--- config.mk ---
export PLATFORM = sky130hd
export DESIGN_NAME = display_scan_ctrl
export DESIGN_NICKNAME = d
export VERILOG_FILES = /design/src/rtl/display_scan_ctrl.sv
export SDC_FILE = /design/constraint.sdc
export NUM_CORES = 1
export LEC_CHECK = 0
export ABC_AREA = 1
export BUFFER_PORTS_ARGS = -buffer_cell sky130_fd_sc_hd__buf_2
export CAP_MARGIN = 10
export CORE_AREA = 3 3 62 122
export DETAILED_ROUTE_END_ITERATION = 8
export DIE_AREA = 0 0 65 125
export PLACE_DENSITY = 0.42
export SLEW_MARGIN = 20
export SYNTH_ARGS = -nofsm -noshare
export SYNTH_HDL_FRONTEND = slang
export SYNTH_SLANG_ARGS = --single-unit
--- constraint.sdc ---
create_clock -name int_osc -period 1.8 [get_ports int_osc]
set_input_delay 0.18 -clock int_osc [delete_from_list [all_inputs] [get_ports int_osc]]
set_output_delay 0.18 -clock int_osc [all_outputs]
set_load 0.05 [all_outputs]
--- src/rtl/display_scan_ctrl.sv ---
// -----------------------------------------------------------------------------
// display_scan_ctrl
//
// Two-digit multiplexed seven-segment scan controller. Key presses shift into
// a two-deep digit store (right = newest, left = previous). A four-state scan
// FSM alternates between the digits with a dark gap between visits, so that the
// shared decoder input (select) settles before the next anode turns on.
//
// Parameters
//   REFRESH_CYCLES : cycles each digit is lit per visit (2..65536)
//   BLANK_CYCLES   : cycles both digits are dark between visits (1..65536)
//
// Ports
//   int_osc   in   system clock, rising edge
//   reset     in   asynchronous, active-low reset
//   key_valid in   one-cycle strobe: key_code holds a debounced key press
//   key_code  in   [3:0] hex value of the key
//   select    out  [3:0] registered hex value for the shared decoder
//   osc       out  [1:0] registered active-low digit enables
//                  (osc[0] = right digit, osc[1] = left digit)
// -----------------------------------------------------------------------------
module display_scan_ctrl #(
  parameter int unsigned REFRESH_CYCLES = 24000,
  parameter int unsigned BLANK_CYCLES   = 480
) (
  input  logic       int_osc,
  input  logic       reset,
  input  logic       key_valid,
  input  logic [3:0] key_code,
  output logic [3:0] select,
  output logic [1:0] osc
);

  typedef enum logic [1:0] {
    SHOW_R   = 2'd0,
    BLANK_RL = 2'd1,
    SHOW_L   = 2'd2,
    BLANK_LR = 2'd3
  } state_t;

  // Terminal dwell values; a state of N cycles counts 0..N-1.
  localparam logic [15:0] REFRESH_LAST = 16'(REFRESH_CYCLES - 1);
  localparam logic [15:0] BLANK_LAST   = 16'(BLANK_CYCLES - 1);

  localparam logic [1:0] OSC_RIGHT = 2'b10;
  localparam logic [1:0] OSC_LEFT  = 2'b01;
  localparam logic [1:0] OSC_DARK  = 2'b11;

  state_t      state;
  logic [15:0] dwell;
  logic [3:0]  right_dig;
  logic [3:0]  left_dig;
  logic        right_vld;
  logic        left_vld;
  logic        dwell_done;

  always_comb begin
    dwell_done = 1'b0;
    case (state)
      SHOW_R, SHOW_L:     dwell_done = (dwell == REFRESH_LAST);
      BLANK_RL, BLANK_LR: dwell_done = (dwell == BLANK_LAST);
      default:            dwell_done = 1'b0;
    endcase
  end

  always_ff @(posedge int_osc or negedge reset) begin
    if (!reset) begin
      state     <= SHOW_R;
      dwell     <= 16'd0;
      right_dig <= 4'h0;
      left_dig  <= 4'h0;
      right_vld <= 1'b0;
      left_vld  <= 1'b0;
      select    <= 4'h0;
      osc       <= OSC_DARK;
    end else begin
      // Key shift is independent of the scan, so a press landing on a state
      // transition neither gets lost nor disturbs the dwell timing.
      if (key_valid) begin
        left_dig  <= right_dig;
        left_vld  <= right_vld;
        right_dig <= key_code;
        right_vld <= 1'b1;
      end

      if (dwell_done) begin
        dwell <= 16'd0;
        case (state)
          SHOW_R:   state <= BLANK_RL;
          BLANK_RL: state <= SHOW_L;
          SHOW_L:   state <= BLANK_LR;
          BLANK_LR: state <= SHOW_R;
          default:  state <= SHOW_R;
        endcase
      end else begin
        dwell <= dwell + 16'd1;
      end

      // Outputs follow the current state one cycle later. Blank states already
      // point select at the digit about to be lit.
      case (state)
        SHOW_R: begin
          select <= right_dig;
          osc    <= right_vld ? OSC_RIGHT : OSC_DARK;
        end
        BLANK_RL: begin
          select <= left_dig;
          osc    <= OSC_DARK;
        end
        SHOW_L: begin
          select <= left_dig;
          osc    <= left_vld ? OSC_LEFT : OSC_DARK;
        end
        BLANK_LR: begin
          select <= right_dig;
          osc    <= OSC_DARK;
        end
        default: begin
          select <= 4'h0;
          osc    <= OSC_DARK;
        end
      endcase
    end
  end

endmodule

**Word-level counts from Yosys, hierarchy flattened**

Index checks and enable logic that the tools add are counted.

- Flip-flop bits (word level): 34
- Output and inout bits: 6
- Input port bits: 7
- Logic and storage cells: 26

- Reduce and logical (&&, ||, !) cells: 5
- $add $sub $neg: 1
- Mux-type cells: 7
- Equality and inequality tests: 5

Operator list:

| kind | count |
|---|---|
| $add 16x1->16 const B | 1 |
| $eq 16x15->1 const B | 1 |
| $eq 16x9->1 const B | 1 |
| $mux 16 | 1 |
| $pmux 2 s4 | 1 |
| $pmux 4 s2 | 1 |
| $reduce_or 2->1 | 4 |
| $pmux 2 s3 | 1 |
| $eq 2x2->1 const B | 2 |
| $eq 2x1->1 const B | 1 |
| $logic_not 2->1 | 1 |
| $mux 2 | 1 |
| $pmux 1 s2 | 1 |
| $mux 1 | 1 |

**Logic depth before layout (Yosys ltp)**

Gate-level depths: netlist of the first run.

- Depth in word-level cells: 4
- Gate-level depth with buffers: 9
- Gate-level depth less buffers: 9

**Worst setup path before layout of the first run**

No wires, ideal clock.

- Path type: register to register
- Start: register dwell[0]
- End: register dwell[11]
- Path buffers: 1
- Data required time: 1683 ps
- Arrival: 1193 ps
- Setup slack: 490 ps
- Period minus slack after synthesis: 1310 ps
- Cell stages (with the launch flop): 10
- Path through: dfrtp_1 ha_1 nand2_1 inv_1 nand2_2 nor2_4 nand3_2 buf_6 nand2_1 nor2_1

- Word-level cells in the longest chain between the ends: 3
- Elaborated cells between the ends (all ways): 5

RTL lines:

| item | RTL line | text |
|---|---|---|
| start: declaration | 50 | `logic [15:0] dwell;` |
| start signal: assignment | 96 | `dwell <= dwell + 16'd1;` |
| branches (longest 2 deep; another with $add 16x1->16) | -- |  |
| $mux 16 (*) | 86 | `if (dwell_done) begin` |

Every way passes the cells marked *.
A chain may end at the register's enable or synchronous reset.

**Worst setup path after layout of the first run**

- Start: register dwell[0]
- End: register state[0]

- Word-level cells in the longest chain between the ends: 2
- Elaborated cells between the ends (all ways): 3

RTL lines:

| item | RTL line | text |
|---|---|---|
| $eq 16x9->1 / $eq 16x15->1 (equally long branches) | 61, 60 |  |
| $pmux 1 s2 (*) | 59 | `case (state)` |
| end signal: assignment | 68 | `state <= SHOW_R;` |
| end signal: assignment | 89 | `SHOW_R: state <= BLANK_RL;` |
| end signal: assignment | 90 | `BLANK_RL: state <= SHOW_L;` |
| end: declaration | 49 | `state_t state;` |

Mark *: on every way between the ends. The rest lies on a longest branch, timed or not.

==> summary.md, run 1 <==
| Metric | Value |
|---|---|
| Total power | `1750 uW` |
| Yosys cell types | `23` |
| CP Cell Sequence | `ha_1 -> nand2_1 -> inv_1 -> nand2_2 -> nor2_4 -> nand3_2 -> nor2_1 -> nor2_1` |
| Final wirelength | `3440 um` |
| Final ANT Viol Nets | `0` |
| Buffer and inverter count on the worst path | `1` |
| Post-Layout Cell Count | `299` |
| Area growth, synth to finish | `19.6%` |
| Min cycle time layout | `1.53 ns` |
| CORE AREA | `0.00667 mm2` |
| Layout cell share with drive strength beyond 1 | `18.5%` |
| Slowest-stage cell, CP | `dfrtp_1` |
| Largest net degree at the start of global routing | `23` |
| GP Congestion | `0.727` |
| Leak Pwr | `0.000964 uW` |
| DRC viols | `0` |
| Grt ovf | `0` |
| Worst Setup End Kind | `flop` |
| Root Driver | `clkbuf_16` |
| Cell family with most CP delay | `simple AND/OR/NAND/NOR gates` |
| P_sw | `390 uW` |
| Antenna Cells | `0` |
| Combinational power share | `5.3%` |
| Sw Share | `22.2%` |
| GRT Overall Usage | `9.83%` |
| Syn Nets | `203` |
| Fmax | `654 MHz` |
| Clock Sinks | `34` |
| Sequential area share after synthesis | `51.5%` |
| 1st-iter DRT viols | `24` |
| Cells after synthesis | `191` |
| RSZ-0062 raised after global routing | `no` |
| Vias in the first global route | `1263` |
| Status | `finished, final reports clean` |
| Rows | `42` |
| Vias per inst | `4.03` |
| Slowest stage delay, CP | `0.36 ns` |
| Max cap viols | `0` |
| Cell total after placement | `290` |
| H-tree levels | `2` |
| # setup viols final | `0` |
| Number of CTS-inserted buffers | `5` |
| Die Ht | `125 um` |
| Synth async-reset ratio | `100%` |
| Drt pass-1 iters | `4` |
| Vias | `1204` |
| Pwr/cell area | `887 mW/mm2` |
| Initial Util | `24.8%` |
| Most used cell along the critical path | `nor2_1` |
| Nets@finish | `222` |
| Int Pwr | `1360 uW` |
| Buffers on Ports | `12` |
| VDD IR-drop max | `0.611 mV` |
| #FFs+latches synth | `34` |
| Clock Tree Buf Depth | `2` |
| Clk pin slew, worst setup/hold paths | `0.05 ns` |
| CTS resizes | `0` |
| First-pass GRT wire length | `5920 um` |
| Fillers | `721` |
| Initial antenna violation count | `0` |
| Clock power share | `49.0%` |
| Relative slew slack | `66.4%` |
| Number of flops mapped to enable cells by yosys | `0` |
| Worst Tran Pin Value | `0.505 ns` |
| Synth Cell Area | `0.00166 mm2` |
| CP Max Fanout | `12` |
| WP data required | `1.96 ns` |
| Setup TNS | `0 ns` |
| DIE AREA | `0.00813 mm2` |
| Slew Limit Fails | `0` |
| DR WL/cell | `11.5 um` |
| Ys flop type | `dfrtp_1` |
| DP HPWL | `2680 um` |
| Reg power frac | `45.7%` |
| Die span in x | `65 um` |
| Worst min-delay path class | `in2reg` |
| Final Util | `29.7%` |
| YS warnings | `0` |
| CTS tree | `built` |
| Fin crit share | `85.0%` |
| Hold_ws | `0.106 ns` |
| Clk_skew | `0.00623 ns` |
| Worst-Skew Late Latency | `0.28 ns` |
| Avg Synthesized Cell Area | `8.67 um2` |
| Critical Path Start Type | `flop` |
| IO Pins | `13` |
| Worst EP arrival | `1.69 ns` |
| Hold Fails Final Rpt | `0` |
| Kind of critical path | `reg2reg` |
power by group through the flow:
| stage | sequential [uW] | clock [uW] | combinational, uW |
|---|---|---|---|
| 6_report | 803 | 859 | 93.3 |
| 5_1_grt | 805 | 903 | 106 |
| 4_1_cts | 803 | 888 | 96.6 |
| 3_5_place_dp | 815 | 0 | 95.0 |
| 3_3_place_gp | 815 | 0 | 94.4 |
| 2_1_floorplan | 844 | 0 | 23.7 |
final cells by class:
cell class                 instances  area, um2  share of cell area, %
sequential                        34        853                   43.1
multi-input combinational        121        658                   33.2
clock buffer                       7        143                   7.21
inverter                          33        125                   6.32
tap                               88        110                   5.56
timing repair buffer              15       85.1                   4.30
clock inverter                     1       5.00                  0.253
synthesized netlist by cell type, types with 2 or more instances:
master / instances / area, um2
nor2_4: 3 / 33.8
nand2_2: 4 / 25.0
nand4_1: 3 / 18.8
nand3b_1: 2 / 15.0
nand3_1: 10 / 50.1
clkbuf_1: 2 / 7.51
nand3_2: 4 / 40.0
or2_2: 2 / 12.5
xor2_1: 7 / 61.3
nor3_1: 2 / 10.0
inv_1: 32 / 120
ha_1: 5 / 62.6
o21ai_0: 13 / 65.1
dfrtp_1: 32 / 801
nand2_1: 43 / 161
nor2_1: 18 / 67.6
o21bai_1: 2 / 15.0
dfstp_2: 2 / 52.6
logic make-up after synthesis:
| family | Yosys count | share of synthesized area, % |
|---|---|---|
| buf+inv | 36 | 8.69 |
| xor+xnor | 7 | 3.70 |
| compound gates | 17 | 5.67 |
| flops | 34 | 51.5 |
| simple gates | 92 | 26.6 |
| fa+ha+maj | 5 | 3.78 |
placed cells by master (no fill, tap or decap):
| cell type | n |
|---|---|
| clkinv_2 | 2 |
| dfstp_2 | 2 |
| buf_2 | 12 |
| nand3_2 | 4 |
| o21bai_1 | 2 |
| nor2_4 | 3 |
| nor2_2 | 1 |
| nand3b_1 | 2 |
| or2_2 | 2 |
| nor2_1 | 18 |
| inv_1 | 32 |
| dlygate4sd3_1 | 1 |
| nand2_1 | 43 |
| dfrtp_1 | 32 |
| o21ai_0 | 13 |
| nand3_1 | 10 |
| o21ai_2 | 1 |
| ha_1 | 5 |
| nand4_1 | 3 |
| clkbuf_8 | 1 |
| buf_4 | 2 |
| nor3_1 | 2 |
| clkbuf_1 | 1 |
| clkbuf_16 | 5 |
| a21oi_1 | 1 |
| nand2_2 | 4 |
| xor2_1 | 7 |
metrics by stage:
stage                     instance area [um2]  setup WS (ns)
final                                    1980          0.270
after global placement                   1820          0.291
after global routing                     1980          0.102
after CTS                                1980          0.245
after floorplan                          1660          0.490
after detailed placement                 1820          0.247
state kept, by name, summed over array words and instances (netlist names):
register / count
right_vld: 1
dwell: 16
state: 2
left_vld: 1
right_dig: 4
left_dig: 4
osc: 2
select: 4
worst reg2reg max path, delay by kind of cell, from the launching register on:
family / cells / cell delay, ns
fa+ha+maj: 1 / 0.17
buf+inv: 1 / 0.13
flops: 1 / 0.36
simple gates: 6 / 0.76
per-layer routing:
metal  GRT usage [%]  wire, um
met5               0         0
met3            2.24        86
met1            8.48      1220
met2            19.0      2020
met4            6.36       110
final timing paths:
path / from / to / slack [ns] / depth (start not counted)
max: dwell[0] / state[0] / 0.27 / 8
min: key_code[0] / right_dig[0] / 0.11 / 3
max reg2reg: dwell[0] / state[0] / 0.27 / 8
min reg2reg: right_vld / osc[0] / 0.42 / 1
max in group asynchronous: reset / osc[0] / 0.82 / 3
min in group asynchronous: reset / dwell[6] / 0.41 / 2
timing repair:
item,CTS,global route
hold endpoints to repair,20,0
hold buffers,1,0
buffers inserted,0,0
Note: power is estimated with default switching activity, not from simulation.
==> run 2, diff against run 1 <==
- PLACE_DENSITY: 0.42 -> not set
==> run 2 against run 1 <==
Net effect: critical endpoint is now dwell[14]; sequential share of layout area fell by 0.16 points; sequential cell count did not move; critical path type unchanged; core utilization rose by 0.11 points.
==> summary.md, run 2 (same netlist as run 1, synthesis figures left out) <==
| Metric | Value |
|---|---|
| Status | `finished, final reports clean` |
| CP Cell Sequence | `ha_1 -> nand2_1 -> inv_1 -> nand2_2 -> nor2_4 -> nand3_2 -> inv_1 -> nor2_1` |
| Buffers on Ports | `12` |
| Clock Sinks | `34` |
| Clock Tree Buf Depth | `2` |
| Slew Limit Fails | `0` |
| # setup viols final | `0` |
| CP Max Fanout | `12` |
| Slowest-stage cell, CP | `dfrtp_1` |
| Final wirelength | `3030 um` |
| Leak Pwr | `0.000957 uW` |
| DP HPWL | `2300 um` |
| CORE AREA | `0.00667 mm2` |
| Multi-input gate area | `658 um2` |
| Worst Setup End Kind | `flop` |
| Grt ovf | `0` |
| Max cap viols | `0` |
| Worst Tran Pin Value | `0.745 ns` |
| DR WL/cell | `10.2 um` |
| RSZ-0062 raised after global routing | `no` |
| Fmax | `666 MHz` |
| Setup TNS | `0 ns` |
| Largest net degree at the start of global routing | `35` |
| Cell family with most CP delay | `simple AND/OR/NAND/NOR gates` |
| Rows | `42` |
| Buffer and inverter count on the worst path | `2` |
| VDD IR-drop max | `0.611 mV` |
| Initial Util | `24.8%` |
| Slowest stage delay, CP | `0.36 ns` |
| Kind of critical path | `reg2reg` |
| Area growth, synth to finish | `20.0%` |
| Min cycle time layout | `1.50 ns` |
| Vias per inst | `3.96` |
| WL met3 | `62 um` |
| First-pass GRT wire length | `5400 um` |
| Fin crit share | `83.5%` |
| DIE AREA | `0.00813 mm2` |
| Worst EP arrival | `1.67 ns` |
| GRT Overall Usage | `8.76%` |
| Clk_skew | `0.00376 ns` |
| Sequential standard cell area | `853 um2` |
| CTS tree | `built` |
| Initial antenna violation count | `0` |
| Layout cell share with drive strength beyond 1 | `18.2%` |
| Drt pass-1 iters | `4` |
| Max Used Layer | `met4` |
| IO Pins | `13` |
| Number of CTS-inserted buffers | `5` |
| M1 wire length | `1120 um` |
| Clk pin slew, worst setup/hold paths | `0.06 ns` |
| Worst-Skew Late Latency | `0.28 ns` |
| Vias | `1177` |
| Hold Fails Final Rpt | `0` |
| Die Ht | `125 um` |
| GP Congestion | `0.797` |
| Most used cell along the critical path | `inv_1` |
| Nets@finish | `220` |
| Root Driver | `clkbuf_16` |
| Antenna Cells | `0` |
| Worst min-delay path class | `in2reg` |
| Fillers | `726` |
| Vias in the first global route | `1219` |
| Largest register FFs | `16` |
| WP data required | `1.97 ns` |
| Die span in x | `65 um` |
| Commonest non-fill, non-tap cell in the layout | `nand2_1` |
| 1st-iter DRT viols | `20` |
| H-tree levels | `2` |
| Critical Path Start Type | `flop` |
| Final Util | `29.8%` |
| Final ANT Viol Nets | `0` |
| DRC viols | `0` |
| Pwr/cell area | `941 mW/mm2` |
| Most frequent cells in the layout | `nand2_1, inv_1, dfrtp_1` |
| WL met2 | `1760 um` |
| Biggest register | `dwell` |
| Relative slew slack | `50.3%` |
[run 2: layout make-up]
| class | count | area share, % |
|---|---|---|
| timing repair buffer | 13 | 3.53 |
| clock buffer | 5 | 6.30 |
| clock inverter | 3 | 2.27 |
| multi-input combinational | 121 | 33.1 |
| tap | 88 | 5.54 |
| inverter | 33 | 6.30 |
| sequential | 34 | 42.9 |
[run 2: where the power goes]
part           switching, uW  internal, uW
clock network            327           652
logic                   67.5          21.2
registers               9.78           793
total                    404          1470
[run 2: worst paths after layout]
path                            slack, ns   startpoint            to  cells past startpoint
max in group asynchronous            0.80        reset      dwell[5]                      2
worst max register to register       0.30     dwell[0]     dwell[14]                      8
worst min-delay path                 0.11  key_code[1]  right_dig[1]                      3
worst max-delay path                 0.30     dwell[0]     dwell[14]                      8
worst min register to register       0.42    right_vld        osc[0]                      1
min in group asynchronous            0.52        reset     select[2]                      2
[run 2: what timing repair did]
item | CTS | global route
setup endpoints to repair | 0 | 0
hold buffers | 1 | 0
hold endpoints to repair | 10 | 0
resized for setup | 0 | 0
buffers inserted | 0 | 0
[run 2: worst min-delay path, cell delays in order]
cell     delay [ns]
buf_2          0.07
nand2_1        0.04
o21ai_0        0.05
[run 2: per-layer routing]
layer	global-route usage, %	vias up
met5	0	-
met4	5.61	0
met3	1.89	6
met2	16.3	13
met1	8.21	542
li1	-	616
[run 2: stage by stage]
stage          hold WS (ns)  instances  setup WS (ns)  instance area (um2)  power (uW)
2_1_floorplan        -0.116        191          0.490                 1660         867
3_3_place_gp          0.293        288          0.318                 1810         904
3_5_place_dp          0.299        288          0.284                 1810         906
4_1_cts               0.102        297          0.267                 1990        1900
5_1_grt               0.122        297         0.0984                 1990        1940
6_report              0.106        297          0.298                 1990        1870
==> run 3, diff against run 2 <==
- ABC_AREA: 1 -> 0
- CORE_AREA: 3 3 62 122 -> 3 3 60 118
- DIE_AREA: 0 0 65 125 -> 0 0 63 121
- clock period: 1.8 -> 1.2 ns (I/O delays scaled with it)
==> run 3 against run 2 <==
Net effect: the run now ends with negative setup slack left; first-iteration DRC count increased by 80%; register-to-register slack got worse by 0.64 ns; power increased by 43%; count of clock-buffer cells in the layout increased by 1; sequential cell count unchanged; sequential share of layout area decreased by 5.2 points; synthesized cell count decreased by 32%; worst hold slack got worse by 0.031 ns; critical path depth decreased by 3; highest routed layer unchanged.
==> summary.md, run 3 <==
| Metric | Value |
|---|---|
| Initial Util | `24.6%` |
| Drt pass-1 iters | `4` |
| WHS Path Cells | `2` |
| Synth async-reset ratio | `100%` |
| Hold_ws | `0.0756 ns` |
| IO Pins | `13` |
| Slowest-stage cell, CP | `dfrtp_1` |
| CP Cell Sequence | `nor4bb_1 -> buf_4 -> nand3b_1 -> a21oi_4 -> mux2_4` |
| Rows | `41` |
| Slew Limit Fails | `0` |
| Most common cell in the netlist | `dfrtp_1` |
| #FFs+latches synth | `34` |
| Worst Tran Pin Value | `0.406 ns` |
| CORE AREA | `0.00631 mm2` |
| Final wirelength | `3390 um` |
| Yosys cell types | `33` |
| DR WL/cell | `12.6 um` |
| Cell total after placement | `252` |
| Biggest register | `dwell` |
| Initial antenna violation count | `0` |
| Worst-Skew Late Latency | `0.27 ns` |
| Cells after synthesis | `130` |
| Most frequent cells in the layout | `dfrtp_1, buf_4, buf_2` |
| CP Max Fanout | `2` |
| Largest cells by area after synthesis | `dfrtp_1, mux2_2, xor2_1, ha_1, dfstp_2` |
| DRC viols | `0` |
| DIE AREA | `0.00762 mm2` |
| Ys flop type | `dfrtp_1` |
| Area growth, synth to finish | `45.5%` |
| 1st-iter DRT viols | `36` |
| Post-route setup slack | `-0.337 ns` |
| Leak Pwr | `0.00104 uW` |
| Kind of critical path | `reg2reg` |
| Failing checks | `negative setup slack` |
| Number of flops mapped to enable cells by yosys | `0` |
| H-tree levels | `2` |
| Min cycle time layout | `1.54 ns` |
| First-pass GRT wire length | `5890 um` |
| VDD IR-drop max | `0.935 mV` |
| Layout cell share with drive strength beyond 1 | `50.8%` |
| Max cap viols | `0` |
| Vias in the first global route | `1325` |
| Total power | `2670 uW` |
| Synth Cell Area | `0.00155 mm2` |
| Synth area leader | `dfrtp_1` |
| Worst R2R Path Depth | `5` |
| Die Ht | `121 um` |
| Avg Synthesized Cell Area | `11.9 um2` |
| Fin crit share | `128%` |
| WP data required | `1.36 ns` |
| RSZ-0062 raised after global routing | `yes` |
| Die span in x | `63 um` |
| Vias per inst | `4.28` |
| Relative slew slack | `72.9%` |
| Clk_skew | `0.00215 ns` |
| Final ANT Viol Nets | `0` |
| Worst min-delay path class | `in2reg` |
| Sequential area share after synthesis | `55.0%` |
| CTS tree | `built` |
| Clk pin slew, worst setup/hold paths | `0.05 ns` |
| # setup viols final | `20` |
| Largest register FFs | `16` |
| Number of CTS-inserted buffers | `5` |
| Vias | `1152` |
| Clock Sinks | `34` |
| Top post-synthesis cells by count | `dfrtp_1, mux2_2, nor2_1, xor2_1, nand2_1` |
| YS warnings | `0` |
| Root Driver | `clkbuf_16` |
| Nets@finish | `194` |
| Status | `finished with violations` |
| Commonest non-fill, non-tap cell in the layout | `dfrtp_1` |
| GRT Overall Usage | `10.1%` |
| GP Congestion | `0.795` |
| Critical Path Start Type | `flop` |
| Buffers on Ports | `12` |
| Antenna Cells | `0` |
| Grt ovf | `0` |
| Synth top area share | `51.6%` |
| Worst Setup End Kind | `flop` |
| Fmax | `651 MHz` |
| Syn Nets | `142` |
| Worst EP arrival | `1.70 ns` |
| Hold Fails Final Rpt | `0` |
| Post-Layout Cell Count | `269` |
| DP HPWL | `2460 um` |
| Setup WS pre-CTS | `-0.357 ns` |
| Clock Tree Buf Depth | `2` |
| Largest net degree at the start of global routing | `20` |
| Slowest stage delay, CP | `0.37 ns` |
| Pwr/cell area | `1180 mW/mm2` |
[run 3: what timing repair did]
action,4_1_cts,5_1_grt
pin swaps,9,2
setup buffers,6,2
hold buffers,1,0
setup endpoints to repair,20,20
resized for setup,19,2
endpoints found under the hold margin,15,0
[run 3: where the power goes]
group,total [uW],internal (uW),switching [uW]
Clock,1280,820,464
Combinational,164,68.5,95.7
Sequential,1220,1190,22.3
[run 3: logic make-up (layout without fill, tap and decap cells)]
family / count (synthesis) / count (layout) / synth area share [%]
simple gates: 46 / 46 / 16.5
flops: 34 / 34 / 55.0
mux: 14 / 14 / 10.4
xor+xnor: 13 / 13 / 7.33
buf+inv: 10 / 63 / 3.30
compound gates: 8 / 8 / 3.46
fa+ha+maj: 5 / 5 / 4.03
[run 3: critical path: cells and delay by family (launching register included)]
kind	cells	cell delay [ns]
AOI/OAI and AO/OA	1	0.17
buffers and inverters	1	0.16
DFF	1	0.37
muxes	1	0.31
and+or+nand+nor	2	0.42
[run 3: layout make-up]
type,instances,area [um2]
inverters,4,17.5
clock buffers,6,139
well taps,86,108
fillers,593,4050
multi-input cells,86,748
repair buffers,51,382
flip-flops and latches,34,853
clock inverters,2,12.5
[run 3: layer usage]
metal | up-vias | share of wire [%] | GRT usage, %
met5 | - | 0 | 0
met1 | 564 | 33 | 9.11
met4 | 0 | 6.7 | 8.58
met3 | 18 | 2.1 | 1.95
met2 | 24 | 58 | 18.8
li1 | 546 | - | -
[run 3: through the flow]
step | TNS (ns) | utilization (%) | cell area, um2
2_1_floorplan | -3.47 | - | 1610
3_3_place_gp | -4.67 | 31.0 | 1950
3_5_place_dp | -5.06 | 31.0 | 1950
4_1_cts | -4.75 | 35.4 | 2240
5_1_grt | -6.06 | 35.8 | 2260
6_report | -4.57 | 35.8 | 2260
[run 3: path summary, 6_finish.rpt]
| check | startpoint | end | slack, ns |
|---|---|---|---|
| setup / recovery | dwell[9] | state[1] | -0.34 |
| max in group asynchronous | reset | dwell[12] | 0.41 |
| min in group asynchronous | reset | left_vld | 0.31 |
| hold / removal | key_code[2] | right_dig[2] | 0.08 |
| setup reg to reg | dwell[9] | state[1] | -0.34 |
| hold reg to reg | right_vld | osc[0] | 0.43 |
